==> src/rtl/alarm_audio_pkg.sv <==
// Shared types and sizing helpers for the alarm audio source.
package alarm_audio_pkg;

    localparam int unsigned SAMPLE_W = 16;

    typedef logic signed [SAMPLE_W-1:0] sample_t;

    typedef enum logic [1:0] {
        IDLE  = 2'd0,
        BEEP  = 2'd1,
        GAP   = 2'd2,
        PAUSE = 2'd3
    } tone_state_e;

    localparam sample_t SILENCE = '0;

    // Ceiling log2; returns 0 for inputs of 0 or 1.
    function automatic int unsigned clog2(input int unsigned v);
        int unsigned r;
        r = 0;
        while ((32'd1 << r) < v) begin
            r = r + 1;
        end
        return r;
    endfunction

endpackage

==> src/rtl/tone_square_osc.sv <==
// Square-wave oscillator: half-cycle counter plus polarity, stepped once per emitted sample.
module tone_square_osc
    import alarm_audio_pkg::*;
#(
    parameter int unsigned HALF_PERIOD = 24,
    parameter sample_t     AMPLITUDE   = 16'h2000
) (
    input  logic    clk,
    input  logic    rst,
    input  logic    advance,
    input  logic    restart,
    output sample_t tone_c
);

    localparam int unsigned HP_W = clog2(HALF_PERIOD) + 1;
    localparam sample_t     NEG_AMPLITUDE = -AMPLITUDE;

    logic [HP_W-1:0] half_cnt_q, half_cnt_d;
    logic            neg_q, neg_d;

    // Restart wins so every beep begins on the positive half-cycle.
    always_comb begin
        half_cnt_d = half_cnt_q;
        neg_d      = neg_q;
        if (restart) begin
            half_cnt_d = '0;
            neg_d      = 1'b0;
        end else if (advance) begin
            if (half_cnt_q == HP_W'(HALF_PERIOD - 1)) begin
                half_cnt_d = '0;
                neg_d      = ~neg_q;
            end else begin
                half_cnt_d = half_cnt_q + HP_W'(1);
            end
        end
    end

    always_ff @(posedge clk or negedge rst) begin
        if (!rst) begin
            half_cnt_q <= '0;
            neg_q      <= 1'b0;
        end else begin
            half_cnt_q <= half_cnt_d;
            neg_q      <= neg_d;
        end
    end

    assign tone_c = neg_q ? NEG_AMPLITUDE : AMPLITUDE;

endmodule

==> src/rtl/alarm_tone_gen.sv <==
// Alarm beep-pattern PCM source feeding the I2S transmitter one sample per request.
module alarm_tone_gen
    import alarm_audio_pkg::*;
#(
    parameter sample_t     AMPLITUDE       = 16'h2000,
    parameter int unsigned HALF_PERIOD     = 24,
    parameter int unsigned BEEP_LEN        = 4800,
    parameter int unsigned GAP_LEN         = 4800,
    parameter int unsigned BEEPS_PER_BURST = 4,
    parameter int unsigned PAUSE_LEN       = 24000
) (
    input  logic    clk,
    input  logic    rst,
    input  logic    alarm_trigger,
    input  logic    alarm_stop,
    input  logic    sample_req,
    output sample_t sample_out,
    output logic    sample_valid,
    output logic    tone_active
);

    localparam int unsigned MAX_BG  = (BEEP_LEN > GAP_LEN) ? BEEP_LEN : GAP_LEN;
    localparam int unsigned MAX_LEN = (MAX_BG > PAUSE_LEN) ? MAX_BG : PAUSE_LEN;
    localparam int unsigned CNT_W   = clog2(MAX_LEN) + 1;
    localparam int unsigned BC_W    = clog2(BEEPS_PER_BURST) + 1;

    tone_state_e      state_q, state_d;
    logic [CNT_W-1:0] seg_cnt_q, seg_cnt_d;
    logic [BC_W-1:0]  beep_cnt_q, beep_cnt_d;
    sample_t          sample_q, sample_d;
    logic             valid_q, valid_d;
    logic             tone_q, tone_d;

    logic [CNT_W-1:0] seg_last;
    logic             seg_end;
    logic             osc_advance;
    logic             osc_restart;
    sample_t          osc_c;

    tone_square_osc #(
        .HALF_PERIOD (HALF_PERIOD),
        .AMPLITUDE   (AMPLITUDE)
    ) u_osc (
        .clk     (clk),
        .rst     (rst),
        .advance (osc_advance),
        .restart (osc_restart),
        .tone_c  (osc_c)
    );

    assign osc_advance = sample_req && (state_q == BEEP) && !alarm_stop;
    assign osc_restart = (state_d != BEEP) || (state_q != BEEP);

    // Next state, segment/beep counters and the emitted sample.
    always_comb begin
        state_d    = state_q;
        seg_cnt_d  = seg_cnt_q;
        beep_cnt_d = beep_cnt_q;
        sample_d   = sample_q;
        valid_d    = sample_req;
        seg_last   = (state_q == GAP)   ? CNT_W'(GAP_LEN - 1)   :
                     (state_q == PAUSE) ? CNT_W'(PAUSE_LEN - 1) :
                                          CNT_W'(BEEP_LEN - 1);
        seg_end    = (seg_cnt_q == seg_last);

        if (sample_req) begin
            sample_d = ((state_q == BEEP) && !alarm_stop) ? osc_c : SILENCE;
        end

        if (alarm_stop) begin
            state_d    = IDLE;
            seg_cnt_d  = '0;
            beep_cnt_d = '0;
        end else begin
            case (state_q)
                IDLE: begin
                    if (alarm_trigger) begin
                        state_d    = BEEP;
                        seg_cnt_d  = '0;
                        beep_cnt_d = '0;
                    end
                end
                // A beep always runs to its end so release never clicks mid-tone.
                BEEP: begin
                    if (sample_req) begin
                        if (!seg_end) begin
                            seg_cnt_d = seg_cnt_q + CNT_W'(1);
                        end else begin
                            seg_cnt_d = '0;
                            if (!alarm_trigger) begin
                                state_d    = IDLE;
                                beep_cnt_d = '0;
                            end else if (beep_cnt_q < BC_W'(BEEPS_PER_BURST - 1)) begin
                                state_d    = GAP;
                                beep_cnt_d = beep_cnt_q + BC_W'(1);
                            end else begin
                                state_d    = PAUSE;
                                beep_cnt_d = '0;
                            end
                        end
                    end
                end
                default: begin
                    if (!alarm_trigger) begin
                        state_d    = IDLE;
                        seg_cnt_d  = '0;
                        beep_cnt_d = '0;
                    end else if (sample_req) begin
                        if (!seg_end) begin
                            seg_cnt_d = seg_cnt_q + CNT_W'(1);
                        end else begin
                            state_d   = BEEP;
                            seg_cnt_d = '0;
                        end
                    end
                end
            endcase
        end

        tone_d = (state_d != IDLE);
    end

    always_ff @(posedge clk or negedge rst) begin
        if (!rst) begin
            state_q    <= IDLE;
            seg_cnt_q  <= '0;
            beep_cnt_q <= '0;
            sample_q   <= SILENCE;
            valid_q    <= 1'b0;
            tone_q     <= 1'b0;
        end else begin
            state_q    <= state_d;
            seg_cnt_q  <= seg_cnt_d;
            beep_cnt_q <= beep_cnt_d;
            sample_q   <= sample_d;
            valid_q    <= valid_d;
            tone_q     <= tone_d;
        end
    end

    assign sample_out   = sample_q;
    assign sample_valid = valid_q;
    assign tone_active  = tone_q;

endmodule

==> config.mk <==
export PLATFORM = sky130hd
export DESIGN_NAME = alarm_tone_gen
export DESIGN_NICKNAME = d
export VERILOG_FILES = /design/src/rtl/alarm_audio_pkg.sv /design/src/rtl/tone_square_osc.sv /design/src/rtl/alarm_tone_gen.sv
export SDC_FILE = /design/constraint.sdc
export NUM_CORES = 1
export LEC_CHECK = 0
export ABC_AREA = 1
export BUFFER_PORTS_ARGS = -buffer_cell sky130_fd_sc_hd__buf_2
export CAP_MARGIN = 5
export CORE_AREA = 4 4 93 60
export CTS_BUF_LIST = sky130_fd_sc_hd__clkbuf_16
export CTS_CLUSTER_SIZE = 28
export DETAILED_ROUTE_END_ITERATION = 12
export DIE_AREA = 0 0 97 64
export HOLD_SLACK_MARGIN = 0.12
export SLEW_MARGIN = 0
export SYNTH_ARGS = -nofsm -noshare
export SYNTH_HDL_FRONTEND = slang
export SYNTH_SLANG_ARGS = --single-unit
==> constraint.sdc <==
create_clock -name clk -period 2.1 [get_ports clk]
set_clock_uncertainty 0.15 [all_clocks]
set_input_delay 0.42 -clock clk [delete_from_list [all_inputs] [get_ports clk]]
set_output_delay 0.42 -clock clk [all_outputs]
set_load 0.05 [all_outputs]
==> results.yml, run 1 <==
job:
  cap_violations: 0
synth:
  ys_ff_latch: 32
  ys_seq_area_frac: 0.3879
  synth_area_mm2: 0.002064
  synth_top_area_cell: "dfrtp_1"
  synthTopCellsByArea: "dfrtp_1 39%, nand2_1 11%, buf_4 5.1%"
  yosys_warnings: 0
  synthCells: 263
  synthesis.area_per_instance_um2: 7.850
  yosysTopAreaCellShare: 0.3879
  synth_cell_types: 35
floorplanning:
  core_area_mm2: 0.004830
  num_rows: 20
  die_h_um: 64
  die_area_mm2: 0.006208
  start_util: 0.4275
  io_pins: 23
  die_x_um: 97
setup_path:
  cp-end-kind: "register"
  critPathArrivalTime_ns: 1.96
  setup.worst_path.class: "register to register"
  reg2reg_to: "beep_cnt_q[1]"
  cp.required_ns: 2.17
  r2r_cells: 11
  cp_max_fo: 9
  worstReg2RegStart: "seg_cnt_q[1]"
  ff2ff_setup_slack_ns: 0.21
  crit_path_start_kind: "register"
power:
  sw_frac_of_total: 0.2526
  power.density_mw_per_mm2: 701.0
  leakage_nw: 1.072
  vdd_ir_drop_max_uv: 464.5
  pwr-share-comb: 0.109
  power_frac_seq: 0.391
  internal-power_mw: 1.212
  p_switching_mw: 0.4096
  p_clk_frac: 0.500
drt:
  top_layer_used: "met4"
  routed_wl_mm: 4.362
  drtAntennaViolNets: 0
  dr_wl_met2_mm: 1.658
  m1WireLength_mm: 2.416
  wire_per_inst_um: 12.61
  routed_via_density: 4.884
  drt_iter0_drc: 112
  route.detailed.drc: 0
  vias: 1690
  drt_first_pass_iters: 4
  met3_length_um: 277
grt:
  first_global_vias: 1524
  grt_remaining_overflow: 0
  grtUsageTotal: 0.1495
  grt_pass1_wl_mm: 7.334
  grt_max_degree: 33
  antenna_found_initial: 0
clock_tree:
  htreeDepth: 2
  cts_tree: "done"
  clk_latency_ns: 0.28
  cts.sinks: 32
  clockRootBuffer: "clkbuf_16"
  cts_buffers: 5
  cts_setup_buffers: 0
  cts_buffer_depth: 2
  cts.clk_slew.worst_paths_ns: 0.05
sta:
  tightest_slew_ns: 0.7366
  post-route-period-util: 0.9023
  hold_viol: 0
  relSlewSlack: 0.5089
  tns_ns: 0
  setup_viol: 0
  max_freq_mhz: 527.7
  rsz0062_at_grt: "no"
  period_needed_ns: 1.895
  finalMaxSlewViolations: 0
place:
  port_buffers: 9
  gp_congestion: 0.8426
  postPlaceCellArea_mm2: 0.002140
  hpwl_mm: 3.299
cells_and_area:
  fin_util: 0.4790
  layout_commonest_cell: "nand2_1"
  drive_gt1_frac: 0.1536
  nFillCells: 464
  antennaDiodeCount: 0
  area_growth_pct: 12.06
  finish.net_count: 287
  final_area_mm2: 0.002313
  layout_common_cells: "58 x nand2_1, 32 x dfrtp_1, 28 x inv_1"
min_path:
  holdPathStages: 2
  hold_path_class: "input pin to register"
  hp-start: "sample_req"
  holdPathEnd: "sample_valid"
outcome:
  outcome: "finished clean"
timing repair:
action	CTS	global route
hold buffers	1	0
resized for setup	0	0
endpoints found under the hold margin	32	0
state kept, by name, indices dropped and copies added, names as in the netlist:
| name | flops |
|---|---|
| beep_cnt_q | 3 |
| u_osc.half_cnt_q | 6 |
| seg_cnt_q | 16 |
| sample_out | 2 |
| u_osc.neg_q | 1 |
| sample_valid | 1 |
| tone_active | 1 |
| state_q | 2 |
synth_stat cells:
master	instances
a21oi_1	6
a31oi_1	1
buf_4	14
buf_6	1
clkbuf_1	1
conb_1	1
dfrtp_1	32
ha_1	3
inv_1	27
inv_2	4
inv_4	1
inv_8	1
nand2_1	58
nand2_2	2
nand2_4	3
nand2_8	1
nand3_1	18
nand3_2	3
nand3b_1	3
nand4_1	5
nor2_1	25
nor2_2	2
nor2_4	3
nor2_8	2
nor3_1	5
nor3_4	1
nor4_1	2
o21ai_0	16
o21ai_1	5
o21ai_2	1
o21bai_1	1
o22ai_1	4
o31ai_1	2
xnor2_1	2
xor2_1	7
cell type report:
cell class / instances / area [um^2] / area share
timing repair buffer: 13 / 77.57 / 0.03353
sequential: 32 / 800.8 / 0.3461
clock buffer: 5 / 125.1 / 0.05408
inverter: 33 / 133.9 / 0.05787
tap: 66 / 82.58 / 0.03569
multi-input combinational: 194 / 1055 / 0.4559
clock inverter: 3 / 38.79 / 0.01677
stage by stage:
stage | power (mW) | setup WS (ns) | std cells | hold slack, ns
2_1_floorplan | 0.7953 | 0.3998 | 275 | -0.02559
3_3_place_gp | 0.8207 | 0.2475 | 337 | 0.3145
3_5_place_dp | 0.8211 | 0.2066 | 337 | 0.3278
4_1_cts | 1.640 | 0.1939 | 346 | 0.3044
5_1_grt | 1.689 | 0.04783 | 346 | 0.3220
6_report | 1.622 | 0.2051 | 346 | 0.3089
metal layers:
| layer | track usage | up-vias |
|---|---|---|
| li1 | - | 860 |
| met3 | 0.04144 | 2 |
| met4 | 0.04729 | 0 |
| met1 | 0.2349 | 774 |
| met2 | 0.1916 | 54 |
| met5 | 0 | - |
cells by family (layout without fill, tap and decap cells):
group / count (synthesis) / in the layout / share of synthesized area
adders and majority gates: 3 / 3 / 0.01818
AOI/OAI and AO/OA: 36 / 36 / 0.09576
DFF: 32 / 32 / 0.3879
buffers and inverters: 49 / 54 / 0.1230
other: 1 / 13 / 0.001816
xor gates and xnor gates: 9 / 9 / 0.03818
and+or+nand+nor: 133 / 133 / 0.3351
power by group through the flow:
| stage | Combinational, mW | Sequential, mW | Clock, mW |
|---|---|---|---|
| after global routing | 0.191 | 0.636 | 0.862 |
| after detailed placement | 0.176 | 0.645 | 0 |
| after floorplan | 0.137 | 0.658 | 0 |
| after global placement | 0.176 | 0.645 | 0 |
| after CTS | 0.178 | 0.635 | 0.828 |
| final | 0.177 | 0.635 | 0.810 |
how the worst max path moves through the flow:
stage / endpoint / depth (start not counted) / startpoint / slack [ns]
after floorplan: beep_cnt_q[1] / 10 / seg_cnt_q[1] / 0.40
after global placement: seg_cnt_q[14] / 10 / seg_cnt_q[1] / 0.25
after detailed placement: beep_cnt_q[2] / 10 / seg_cnt_q[1] / 0.21
after CTS: seg_cnt_q[4] / 10 / seg_cnt_q[1] / 0.19
after global routing: seg_cnt_q[12] / 10 / seg_cnt_q[1] / 0.05
final: beep_cnt_q[1] / 11 / seg_cnt_q[1] / 0.21
critical path, stage by stage (launching register included):
cell and delay, ns:
dfrtp_1 0.40, ha_1 0.23, nand3_2 0.11, nor2_4 0.14, nand3_2 0.12, nor2_4 0.16
nand2_4 0.10, nand2_8 0.12, inv_8 0.07, nor2_8 0.08, nand3b_1 0.08, nand2_1 0.06
Note: power is estimated with default switching activity, not from simulation.
==> run 2, diff against run 1 <==
Settings changed: CORE_AREA 4 4 93 60 to 4 4 101 55, DIE_AREA 0 0 97 64 to 0 0 105 59.
==> run 2 against run 1 <==
Effect of this change:
- utilization up 0.64 points
- maximum frequency shrank 1.6%
- first-iteration DRC count decreased by 3.6%
- routed wire length is 5.0% higher
- combinational power about the same
- global-route usage up 1.2 points
- sequential share of layout area increased by 0.26 points
- flip-flop and latch count unchanged
- critical path type unchanged
- largest cell class unchanged
==> results.yml, run 2 (synthesized netlist as in run 1, its figures left out) <==
outcome:
  outcome: "finished clean"
power:
  power.total_mw: 1.495
  leakage_nw: 1.068
  vdd_ir_drop_max_uv: 428.7
  power.density_mw_per_mm2: 651.0
min_path:
  holdPathStages: 1
  hp-start: "sample_req"
  holdPathEnd: "sample_valid"
  hold_path_class: "input pin to register"
setup_path:
  critPathArrivalTime_ns: 1.93
  cp_max_fo: 8
  cpPeakStageDelay_ns: 0.40
  slowest_stage: "dfrtp_1"
  worstReg2RegStart: "seg_cnt_q[1]"
  path_cells: "ha_1, nand3_2, nor2_4, nand3_2, nor2_4, nand2_4, nand2_4, inv_4, o21ai_0, o21ai_0"
  crit_buf_inv: 1
  critical-path-top-delay-family: "simple AND/OR/NAND/NOR gates"
  cp-end-kind: "register"
  ff2ff_setup_slack_ns: 0.17
  setup.worst_path.class: "register to register"
  reg2reg_to: "u_osc.neg_q"
  r2r_cells: 10
  crit_path_start_kind: "register"
  cp.required_ns: 2.10
cells_and_area:
  finish.net_count: 289
  instances_no_fill: 342
  layout_common_cells: "58 x nand2_1, 32 x dfrtp_1, 27 x inv_1"
  largestRegisters: "seg_cnt_q: 16 flops, u_osc.half_cnt_q: 6 flops, beep_cnt_q: 3 flops"
  layout_commonest_cell: "nand2_1"
  drive_gt1_frac: 0.1596
  area_growth_pct: 11.21
  regMostFlops: "seg_cnt_q"
  largest_reg_flops: 16
  antennaDiodeCount: 0
  fin_util: 0.4855
sta:
  rsz0062_at_grt: "no"
  relSlewSlack: 0.5154
  hold_slack_ns: 0.1611
  finalMaxSlewViolations: 0
  max_freq_mhz: 519.1
  setup_viol: 0
  post-route-period-util: 0.9174
  tightest_slew_ns: 0.7270
  hold_viol: 0
  tns_ns: 0
  period_needed_ns: 1.926
drt:
  routed_wl_mm: 4.580
  routed_via_density: 5.003
  drtAntennaViolNets: 0
  route.detailed.drc: 0
  drt_first_pass_iters: 4
  vias: 1711
  wire_per_inst_um: 13.39
  drt_iter0_drc: 108
clock_tree:
  cts_setup_buffers: 0
  cts.clk_slew.worst_paths_ns: 0.05
  clk_latency_ns: 0.27
  clockRootBuffer: "clkbuf_16"
  cts.sinks: 32
  htreeDepth: 2
  cts_buffer_depth: 2
  cts_buffers: 5
  cts_tree: "done"
  ctsResizeCount: 0
floorplanning:
  die_h_um: 59
  core_area_mm2: 0.004730
  io_pins: 23
  die_x_um: 105
  die_area_mm2: 0.006195
  start_util: 0.4365
  num_rows: 18
place:
  place_inst: 333
  hpwl_mm: 3.520
  gp_congestion: 0.8698
  port_buffers: 9
grt:
  antenna_found_initial: 0
  grt_pass1_wl_mm: 7.693
  grt_max_degree: 33
  first_global_vias: 1504
  grt_remaining_overflow: 0
  grtUsageTotal: 0.1611
job:
  cap_violations: 0
==> run 2: cell types whose count changed in the layout (fill, tap and decap cells not counted) <==
cell / delta
buf_4: +2
bufinv_16: -1
clkinv_1: +1
clkinv_2: +1
inv_1: -1
==> run 2: what timing repair did <==
| item | 4_1_cts | 5_1_grt |
|---|---|---|
| hold endpoints to repair | 32 | 0 |
| setup endpoints to repair | 0 | 0 |
| hold buffers | 1 | 0 |
==> run 2: final cells by class <==
cell class | instances | area [um^2]
fillers | 454 | 2434
multi-input cells | 194 | 1055
flip-flops and latches | 32 | 800.8
inverters | 33 | 133.9
clock buffers | 5 | 125.1
repair buffers | 15 | 92.59
well taps | 60 | 75.07
clock inverters | 3 | 13.76
==> run 2: metrics by stage <==
stage / instance area (um^2) / setup WS, ns
global route: 2296 / 0.01174
floorplan: 2110 / 0.3998
global placement: 2147 / 0.2171
finish: 2296 / 0.1736
detailed placement: 2147 / 0.1911
CTS: 2296 / 0.1791
==> run 2: worst max path at each step <==
stage,slack (ns),to,start,cells after the start
after floorplan,0.40,beep_cnt_q[1],seg_cnt_q[1],10
after global placement,0.22,seg_cnt_q[14],seg_cnt_q[1],10
after detailed placement,0.19,beep_cnt_q[2],seg_cnt_q[1],11
after CTS,0.18,beep_cnt_q[2],seg_cnt_q[1],11
after global routing,0.01,seg_cnt_q[14],seg_cnt_q[1],10
final,0.17,u_osc.neg_q,seg_cnt_q[1],10
==> run 2: power by group <==
group	internal [mW]	total [mW]	switching [mW]	leakage (nW)
sequential	0.627	0.634	0.00759	0.441
combinational	0.0345	0.178	0.143	0.556
clock	0.430	0.682	0.253	0.0710
total	1.09	1.49	0.404	1.07
==> run 2: metal layers <==
metal	wire [um]	global-route usage	part of all wire
met2	1620	0.1969	0.35
met5	0	0	0
met3	388	0.04570	0.085
met1	2532	0.2632	0.55
met4	38	0.04486	0.0083
==> run 3, diff against run 2 <==
Settings changed: CORE_AREA 4 4 101 55 to 4 4 112 61, DIE_AREA 0 0 105 59 to 0 0 116 65, SYNTH_HIERARCHICAL from default to 1.
==> run 3 against run 2 <==
Effect of this change:
- total power up 28%
- setup slack better by 0.039 ns
- clock power up 13%
- sequential share of layout area up 4.3 points
- non-clock buffer count up 21
- flip-flop and latch count up 14
- routed wire length up 24%
- via count up 21%
- sequential power up 46%
- hold slack worse by 0.016 ns
- first-iteration DRC count up 20%
==> results.yml, run 3 <==
drt:
  route.detailed.drc: 0
  drt_first_pass_iters: 4
  vias: 2066
  drt_iter0_drc: 130
  wire_per_inst_um: 13.50
  routed_wl_mm: 5.696
  routed_via_density: 4.896
  drtAntennaViolNets: 0
floorplanning:
  start_util: 0.4389
  die_x_um: 116
  core_area_mm2: 0.005856
  die_area_mm2: 0.007540
  num_rows: 20
  die_h_um: 65
  io_pins: 23
synth:
  synthCells: 310
  yosysMostFrequentCell: "nand2_1"
  synthTopCellsByCount: "76 x nand2_1, 46 x dfrtp_1, 37 x inv_1"
  yosys_warnings: 6
  synth_ff_type: "dfrtp_1"
  synth_top_area_cell: "dfrtp_1"
  yosysTopAreaCellShare: 0.4479
  synth_area_mm2: 0.002570
  ys_ff_latch: 46
  synthesis.area_per_instance_um2: 8.290
  synthTopCellsByArea: "dfrtp_1 45%, nand2_1 11%, a22o_1 5.5%"
  synth_edf_count: 0
  ys_seq_area_frac: 0.4479
  synthArstFlopShare: 1.000
  synth_cell_types: 33
power:
  vdd_ir_drop_max_uv: 320.7
  power.density_mw_per_mm2: 648.7
  leakage_nw: 1.525
  power.total_mw: 1.907
place:
  gp_congestion: 0.8440
  place_inst: 413
  hpwl_mm: 4.333
  port_buffers: 22
  postPlaceCellArea_mm2: 0.002773
  pre_cts_ws_ns: 0.1498
clock_tree:
  cts_tree: "done"
  htreeDepth: 2
  cts.sinks: 46
  cts_buffers: 5
  cts_buffer_depth: 2
  cts.clk_slew.worst_paths_ns: 0.06
  clk_latency_ns: 0.29
  cts_setup_buffers: 0
  clockRootBuffer: "clkbuf_16"
grt:
  first_global_vias: 1889
  grt_max_degree: 18
  grt_remaining_overflow: 0
  grtUsageTotal: 0.1662
  antenna_found_initial: 0
  grt_pass1_wl_mm: 9.604
sta:
  period_needed_ns: 1.887
  hold_slack_ns: 0.1454
  hold_viol: 0
  finalMaxSlewViolations: 0
  setup_viol: 0
  max_freq_mhz: 529.8
  post-route-period-util: 0.8988
  tns_ns: 0
  timing.final.ws_setup_ns: 0.2126
setup_path:
  critPathArrivalTime_ns: 1.91
  path_cells: "ha_4, nand2_1, nor2_2, nand3_2, nor2_4, nand2_4, nand2_4, nor2_4, nor2_4, nand3_1, nand2_1, nor2_1"
  critPathMostFrequentCell: "nor2_4"
  cp_max_fo: 5
  setup.worst_path.class: "register to register"
  crit_buf_inv: 0
  critical-path-top-delay-family: "simple AND/OR/NAND/NOR gates"
  slowest_stage: "dfrtp_1"
  cpPeakStageDelay_ns: 0.42
  cp-end-kind: "register"
  crit_path_start_kind: "register"
  cp.required_ns: 2.12
cells_and_area:
  final_area_mm2: 0.002940
  drive_gt1_frac: 0.1913
  multi_input_area_mm2: 0.001190
  antennaDiodeCount: 0
  layout_commonest_cell: "nand2_1"
  fin_util: 0.5021
  area_growth_pct: 14.41
  finish.net_count: 352
  instances_no_fill: 422
  layout_common_cells: "76 x nand2_1, 46 x dfrtp_1, 38 x inv_1"
  seqCellArea_mm2: 0.001151
  nFillCells: 557
min_path:
  hold_path_class: "input pin to register"
outcome:
  outcome: "finished clean"
job:
  cap_violations: 0
==> run 3: cell count changes in the layout (fill, tap and decap cells not counted), moves of 3 or more <==
| cell | change |
|---|---|
| nor2_1 | -3 |
| nand2_1 | +18 |
| buf_4 | +8 |
| buf_2 | +13 |
| a22o_1 | +16 |
| nor2_2 | +3 |
| nand3_1 | +3 |
| dfrtp_1 | +14 |
| inv_2 | -3 |
| inv_1 | +11 |
| o21ai_0 | -7 |
==> run 3: final timing paths <==
path | startpoint | endpoint | slack [ns] | depth (start not counted)
hold reg to reg | sample_out[1] | sample_out[1] | 0.35 | 1
max in group asynchronous | rst | sample_out[10] | 0.81 | 3
setup reg to reg | seg_cnt_q[0] | u_osc/half_cnt_q[5] | 0.21 | 12
hold / removal | sample_req | sample_valid | 0.15 | 1
min in group asynchronous | rst | sample_out[2] | 0.43 | 2
setup / recovery | seg_cnt_q[0] | u_osc/half_cnt_q[5] | 0.21 | 12
==> run 3: area by class of cell <==
cell class | count | area share
multi-input cells | 217 | 0.4047
flip-flops and latches | 46 | 0.3915
repair buffers | 36 | 0.07404
inverters | 38 | 0.04851
clock buffers | 5 | 0.04255
well taps | 77 | 0.03277
clock inverters | 3 | 0.005957
==> run 3: routing by layer <==
metal,up-vias,wire [um],global-route usage,part of all wire
met5,-,0,0,0
met4,0,52,0.04342,0.0091
met3,7,345,0.04757,0.061
met2,47,2119,0.2027,0.37
met1,960,3179,0.2726,0.56
li1,1052,-,-,-
==> run 3: cells by family (layout without fill, tap and decap cells) <==
| family | count (synthesis) | after routing | synth area share |
|---|---|---|---|
| simple gates | 147 | 147 | 0.2697 |
| buf+inv | 59 | 82 | 0.1125 |
| compound gates | 48 | 48 | 0.1353 |
| flops | 46 | 46 | 0.4479 |
| xor+xnor | 5 | 5 | 0.01704 |
| fa+ha+maj | 3 | 3 | 0.01461 |
| other cells | 2 | 14 | 0.002922 |
==> run 3: what timing repair did <==
action                     in CTS  in global routing
hold endpoints to repair       15                  0
setup endpoints to repair       0                  3
hold buffers                    1                  0
resized for setup               0                  3
==> run 3: power breakdown <==
group / switching (mW) / total [mW] / internal [mW]
logic: 0.154 / 0.212 / 0.0579
clock network: 0.335 / 0.771 / 0.437
registers: 0.0158 / 0.924 / 0.908
